## src/rtl/io_bus_arbiter.sv

```systemverilog
// Two-master round-robin arbiter for the shared IO/memory bus port.
// Latches the winning request, waits for io_ready (or a timeout) and returns a one-cycle ack.
module io_bus_arbiter #(
    parameter int ADDR_W  = 32,
    parameter int DATA_W  = 32,
    parameter int TIMEOUT = 16,
    parameter int CNT_W   = 8
) (
    input  logic              clk,
    input  logic              rst_n,
    input  logic              m0_req,
    input  logic              m0_we,
    input  logic [2:0]        m0_size,
    input  logic [ADDR_W-1:0] m0_addr,
    input  logic [DATA_W-1:0] m0_wdata,
    output logic [DATA_W-1:0] m0_rdata,
    output logic              m0_ack,
    output logic              m0_err,
    output logic              m0_gnt,
    input  logic              m1_req,
    input  logic              m1_we,
    input  logic [2:0]        m1_size,
    input  logic [ADDR_W-1:0] m1_addr,
    input  logic [DATA_W-1:0] m1_wdata,
    output logic [DATA_W-1:0] m1_rdata,
    output logic              m1_ack,
    output logic              m1_err,
    output logic              m1_gnt,
    output logic [ADDR_W-1:0] io_address,
    output logic [DATA_W-1:0] io_write_value,
    input  logic [DATA_W-1:0] io_read_value,
    output logic              io_write_en,
    output logic              io_read_en,
    output logic [2:0]        io_data_size,
    input  logic              io_ready
);

    typedef enum logic {
        IDLE = 1'b0,
        BUSY = 1'b1
    } state_t;

    // Last count value before the timeout fires; unused when TIMEOUT is 0.
    localparam logic [CNT_W-1:0] TO_LAST = CNT_W'((TIMEOUT > 0) ? (TIMEOUT - 1) : 0);

    state_t                       state_q, state_d;
    logic                         owner_q, owner_d;
    logic                         last_q, last_d;
    logic [CNT_W-1:0]             cnt_q, cnt_d;
    logic [ADDR_W-1:0]            addr_q, addr_d;
    logic [DATA_W-1:0]            wval_q, wval_d;
    logic [2:0]                   size_q, size_d;
    logic                         wen_q, wen_d;
    logic                         ren_q, ren_d;
    logic [1:0]                   gnt_q, gnt_d;
    logic [1:0]                   ack_q, ack_d;
    logic [1:0]                   err_q, err_d;
    logic [1:0][DATA_W-1:0]       rdata_q, rdata_d;
    logic                         win;
    logic                         win_we;

    // On a tie the master that did not win last time gets the bus.
    assign win    = (m0_req && m1_req) ? ~last_q : m1_req;
    assign win_we = win ? m1_we : m0_we;

    always_ff @(posedge clk or negedge rst_n) begin
        if (!rst_n) begin
            state_q <= IDLE;
            owner_q <= 1'b0;
            last_q  <= 1'b1;
            cnt_q   <= '0;
            addr_q  <= '0;
            wval_q  <= '0;
            size_q  <= '0;
            wen_q   <= 1'b0;
            ren_q   <= 1'b0;
            gnt_q   <= '0;
            ack_q   <= '0;
            err_q   <= '0;
            rdata_q <= '0;
        end else begin
            state_q <= state_d;
            owner_q <= owner_d;
            last_q  <= last_d;
            cnt_q   <= cnt_d;
            addr_q  <= addr_d;
            wval_q  <= wval_d;
            size_q  <= size_d;
            wen_q   <= wen_d;
            ren_q   <= ren_d;
            gnt_q   <= gnt_d;
            ack_q   <= ack_d;
            err_q   <= err_d;
            rdata_q <= rdata_d;
        end
    end

    always_comb begin
        state_d = state_q;
        owner_d = owner_q;
        last_d  = last_q;
        cnt_d   = cnt_q;
        addr_d  = addr_q;
        wval_d  = wval_q;
        size_d  = size_q;
        wen_d   = wen_q;
        ren_d   = ren_q;
        gnt_d   = gnt_q;
        ack_d   = '0;
        err_d   = '0;
        rdata_d = rdata_q;
        case (state_q)
            IDLE: begin
                if (m0_req || m1_req) begin
                    state_d = BUSY;
                    owner_d = win;
                    last_d  = win;
                    cnt_d   = '0;
                    addr_d  = win ? m1_addr : m0_addr;
                    wval_d  = win ? m1_wdata : m0_wdata;
                    size_d  = win ? m1_size : m0_size;
                    wen_d   = win_we;
                    ren_d   = ~win_we;
                    gnt_d   = win ? 2'b10 : 2'b01;
                end
            end
            BUSY: begin
                if (io_ready) begin
                    // Write acks leave the master's read data untouched.
                    if (ren_q) begin
                        rdata_d[owner_q] = io_read_value;
                    end
                    ack_d[owner_q] = 1'b1;
                    wen_d   = 1'b0;
                    ren_d   = 1'b0;
                    gnt_d   = '0;
                    state_d = IDLE;
                end else if (TIMEOUT != 0) begin
                    if (cnt_q == TO_LAST) begin
                        rdata_d[owner_q] = '0;
                        ack_d[owner_q]   = 1'b1;
                        err_d[owner_q]   = 1'b1;
                        wen_d   = 1'b0;
                        ren_d   = 1'b0;
                        gnt_d   = '0;
                        state_d = IDLE;
                    end else begin
                        cnt_d = cnt_q + CNT_W'(1);
                    end
                end
            end
            default: state_d = IDLE;
        endcase
    end

    assign m0_rdata       = rdata_q[0];
    assign m1_rdata       = rdata_q[1];
    assign m0_ack         = ack_q[0];
    assign m1_ack         = ack_q[1];
    assign m0_err         = err_q[0];
    assign m1_err         = err_q[1];
    assign m0_gnt         = gnt_q[0];
    assign m1_gnt         = gnt_q[1];
    assign io_address     = addr_q;
    assign io_write_value = wval_q;
    assign io_data_size   = size_q;
    assign io_write_en    = wen_q;
    assign io_read_en     = ren_q;

endmodule

```

## config.mk

```make
export PLATFORM = sky130hd
export DESIGN_NAME = io_bus_arbiter
export DESIGN_NICKNAME = d
export VERILOG_FILES = /design/src/rtl/io_bus_arbiter.sv
export SDC_FILE = /design/constraint.sdc
export NUM_CORES = 1
export LEC_CHECK = 0
export BUFFER_PORTS_ARGS = -buffer_cell sky130_fd_sc_hd__buf_4
export CORE_AREA = 3 3 120 122
export CTS_CLUSTER_SIZE = 8
export DETAILED_ROUTE_END_ITERATION = 6
export DIE_AREA = 0 0 123 125
export PLACE_DENSITY = 0.89
export SKIP_LAST_GASP = 1
export SLEW_MARGIN = 30
export SYNTH_ARGS = -nofsm -noshare
export SYNTH_HDL_FRONTEND = slang
export SYNTH_SLANG_ARGS = --single-unit
```

## constraint.sdc

```tcl
create_clock -name clk -period 5.72 [get_ports clk]
set_input_delay 1.144 -clock clk [delete_from_list [all_inputs] [get_ports clk]]
set_output_delay 1.144 -clock clk [all_outputs]
set_load 0.05 [all_outputs]
```

* Word-level counts from Yosys, hierarchy flattened *
Index checks and enable logic that the tools add are counted.
W data, S select, Z words.

storage, ports and cells
  word-level logic and storage cells = 73
  register bits after elaboration = 150
  bits of input ports = 173

operators by class
  order comparisons = 2
  eq/ne operators = 6
  reductions and logical operators = 8
  bitwise logic cells = 5
  add/sub/neg operators = 1
  multiplexer cells = 37

operator list
  cell                   count
  $mux W64               3
  $mux W32               3
  $and A64 B64 Y64       1
  $bwmux W64             1
  $not A64 Y64           1
  $demux W32 S1          1
  $mux W8                3
  $mux W2                9
  $pmux W8 S2            1
  $mux W1                10
  $add A8 B1 Y8 const B  1
  $eq A8 B4 Y1 const B   1
  $ne A2 B2 Y1 const B   3
  $pmux W1 S2            3
  $reduce_and A3 Y1      2
  $pmux W2 S2            1
  $reduce_and A2 Y1      2
  $mux W3                1
  $ne A3 B2 Y1 const B   1
  $not A1 Y1             3
  $logic_and A1 B1 Y1    2
  $lt A1 B2 Y1 const B   1
  $ne A2 B1 Y1 const B   1
  $reduce_bool A2 Y1     1
  other kinds (3)        3

* Longest topological paths before layout *
  word-level depth = 8
  depth in mapped cells = 6

* Worst setup path after synthesis *
OpenSTA, ideal clock, no wires.

  path kind = input-to-reg
  start point = input port io_ready
  end point = register rdata_q (netlist bit m0_rdata[10])
  buffers on the path = 2
  data arrival time = 2.247 ns
  stages = 5
  required time = 5.599 ns
  setup time = 0.121 ns
  setup slack = 3.352 ns
  cell sequence = clkbuf_1 -> or3_4 -> a21o_4 -> buf_6 -> a22o_1

on the way
  cells in the longest elaborated chain, start to end = 2
  elaborated cells on any way between the ends = 4

ends and longest elaborated chain
  item                                                          RTL line  text
  start, declared                                               35        input logic io_ready
  $ne A2 B1 Y1 (no line) or $reduce_bool A2 Y1 (tied branches)  --
  $reduce_and A3 Y1 (no line)                                   --
  end signal, assigned                                          94        rdata_q <= rdata_d;
  end, declared                                                 58        logic [1:0][DATA_W-1:0] rdata_q, rdata_d;

Parallel ways exist; a longest one is shown, timed or not.
A chain may end at the register's enable or synchronous reset.

* Final worst setup path *
  start point = input port m1_req
  end point = register cnt_q[6]

on the way
  cells in the longest elaborated chain, start to end = 3

ends and longest elaborated chain
  item                         RTL line  text
  start, declared              20        input logic m1_req,
  $logic_or A1 B1 Y1           114       if (m0_req || m1_req) begin
  $ne A2 B2 Y1 (no line)       --
  $reduce_and A3 Y1 (no line)  --
  end signal, assigned         85        cnt_q <= cnt_d;
  end, declared                49        logic [CNT_W-1:0] cnt_q, cnt_d;

Every way passes these cells.

==> reports/qor.yml <==
timing:
  slew_headroom: 0.460
  fmax_mhz: 392
  fin_ws_ns: 3.17
  fin_setup_tns_ns: 0
  rsz0062_at_grt: "no"
  period_needed_ns: 2.55
  tightest_slew_ns: 0.803
  hold_viol: 0
  final_max_slew_viol_count: 0
  finalSetupViolations: 0
  clock_skew_ns: 0.00905
  fin_crit_sh: 0.446
  hold_ws_ns: 0.488
power_and_ir_drop:
  p_leak_nw: 4.57
  max-vdd-ir-drop_mv: 0.256
  pwr-share-comb: 0.474
  cellPowerDensity_nw_per_um2: 563
  internal_power_mw: 2.78
  pwr-share-seq: 0.317
  p_sw_mw: 2.36
  swShare: 0.459
  power_frac_clock: 0.208
worst_setup_path:
  cp.required_ns: 6.07
  cp_max_fo: 36
  crit_type: "in -> reg"
  start_kind: "primary input"
  endpoint_kind: "flop"
  cp_data_arrival_time_ns: 2.90
synthesis:
  ys_types: 37
  synthArstFlopShare: 1.00
  synth_area_leaders: "dfrtp_1 (61%), nand2_1 (9.2%), a22o_1 (8.6%), a31oi_1 (6.9%), nor2_1 (4.6%)"
  synthCells: 597
  synth.cell_area_um2: 6130
  ys_top_cells_by_count: "nand2_1 (150), dfrtp_1 (149), nor2_1 (75), a31oi_1 (68), a22o_1 (60)"
  yosys_warnings: 0
  synthMuxAreaShare: 0.00163
  synth_compound_area_frac: 0.189
  synthFlopType: "dfrtp_1"
  synth-seq-cells: 150
  synth-edff-count: 0
  synthMostInstantiatedCell: "nand2_1"
  synth_seq_area_share: 0.612
  synth_top_family_by_area: "compound AO/OA/AOI/OAI gates"
  synth-simple-area-share: 0.159
  synth_xor_area_frac: 0.00143
  syn_area_per_cell_um2: 10.3
  synth_fa_ha_area_frac: 0.00204
  synth_area_leader_cell: "dfrtp_1"
  synth_top_cell_area_share: 0.608
  syn_nets: 771
detailed_routing:
  drc_errors: 0
  wl_per_cell_um: 18.1
  totalWireLength_mm: 19.5
  vias: 5761
  ant_nets: 0
  drtIter0Drc: 389
  firstDrtPassIters: 4
  routed_via_density: 5.34
outcome:
  status: "completed"
placement:
  post-dp-hpwl_mm: 14.0
  place_ws_ns: 2.73
  io_buffers: 311
  place.gp.congestion: 0.861
clock_tree:
  cts_sinks: 150
  htree_num_levels: 4
  cts_buffers: 17
  cts_resized: 0
  cts_hold_buf: 0
  postCtsSetupRepairBufs: 0
  insertion_delay_ns: 0.42
  cts_tree: "done"
  cts_root_buffer: "clkbuf_16"
  clk_path_buf_depth: 2
  path_clk_slew_ns: 0.06
finish:
  insertedDiodeCount: 0
  finish.net_count: 1064
  drive_above_1_share: 0.403
  syn2layout_area_growth_pct: 49.1
grt:
  grt_pass1_vias: 5653
  grt_pass1_wl_mm: 29.9
  grt_max_degree: 106
  grt_overflow: 0
  grt_util_all_layers: 0.248
  antenna_found_initial: 0
floorplan:
  die_w_um: 123
  io_pins: 312
  row_count: 42
  die_y_um: 125
  coreArea_um2: 13300
  start_util: 0.461
  die-area_um2: 15400
worst_hold_path:
  hold_class: "reg -> reg"
flow_run:
  drv_cap: 0
-- cells in the final DEF (no fill, tap or decap), types with 3 or more instances in the layout --
cell | synthesis | layout
o211ai_1 | 4 | 4
a21oi_1 | 3 | 3
or4_1 | 3 | 3
buf_4 | 0 | 315
nand3_1 | 4 | 4
o21ai_0 | 5 | 5
a31oi_1 | 68 | 68
dfrtp_1 | 149 | 149
nand2_1 | 150 | 149
a22o_1 | 60 | 60
nor2_1 | 75 | 72
a22o_2 | 4 | 4
clkinvlp_4 | 0 | 6
inv_6 | 0 | 6
clkbuf_16 | 0 | 17
-- per-layer routing --
metal / wire, um / track usage / up-vias / part of all wire
met1: 7120 / 0.280 / 2768 / 0.37
li1: - / - / 2685 / -
met3: 2150 / 0.102 / 32 / 0.11
met4: 430 / 0.0951 / 0 / 0.022
met5: 0 / 0 / - / 0
met2: 9780 / 0.418 / 276 / 0.50
-- registers in the layout, summed over array words and instances, names as in the netlist --
name and count:
cnt_q 8, state_q 1, last_q 1, m0_rdata 32, io_read_en 1, gnt_q 2
err_q 2, io_address 32, ack_q 2, io_data_size 3, io_write_en 1, io_write_value 32
owner_q 1, m1_rdata 32
-- final cells by class --
class	count	area, um2
clock buffers	17	425
clock inverters	15	144
fillers	1000	4160
inverters	2	7.51
multi-input cells	402	2190
flip-flops and latches	150	3750
well taps	176	220
repair buffers	317	2400
-- worst max-delay path: stages --
cell and delay, ns:
buf_4 0.13, nor3_1 0.67, nor2_4 0.31, or4_1 0.57, nand2_1 0.08
-- through the flow --
stage	area [um2]	utilization	cells	power (mW)
floorplan	6130	-	597	3.24
detailed placement	8570	0.644	1047	4.08
global route	9140	0.687	1079	5.37
global placement	8570	0.644	1047	4.05
finish	9140	0.687	1079	5.14
CTS	9140	0.687	1079	5.17
-- final timing paths --
path | endpoint | cells after the start | from | slack, ns
max | cnt_q[6] | 5 | m1_req | 3.17
min reg2reg | ack_q[0] | 1 | owner_q | 0.49
max reg2reg | io_write_value[17] | 5 | state_q | 3.42
min | ack_q[0] | 1 | owner_q | 0.49
max in group asynchronous | io_write_value[1] | 2 | rst_n | 3.73
min in group asynchronous | m1_rdata[11] | 1 | rst_n | 0.82
-- logic make-up (layout without fill, tap and decap cells) --
group | count (synthesis) | in the layout
and+or+nand+nor | 244 | 244
AOI/OAI and AO/OA | 155 | 155
DFF | 150 | 150
buffers and inverters | 45 | 351
adders and majority gates | 1 | 1
xor gates and xnor gates | 1 | 1
muxes | 1 | 1
-- power by group through the flow --
stage          Sequential [mW]  Combinational [mW]  Clock (mW)
2_1_floorplan             2.80               0.435           0
3_3_place_gp              1.63                2.42           0
3_5_place_dp              1.64                2.45           0
4_1_cts                   1.63                2.46        1.08
5_1_grt                   1.67                2.55        1.14
6_report                  1.63                2.44        1.07
No activity file was read; power rests on OpenSTA's default activity.
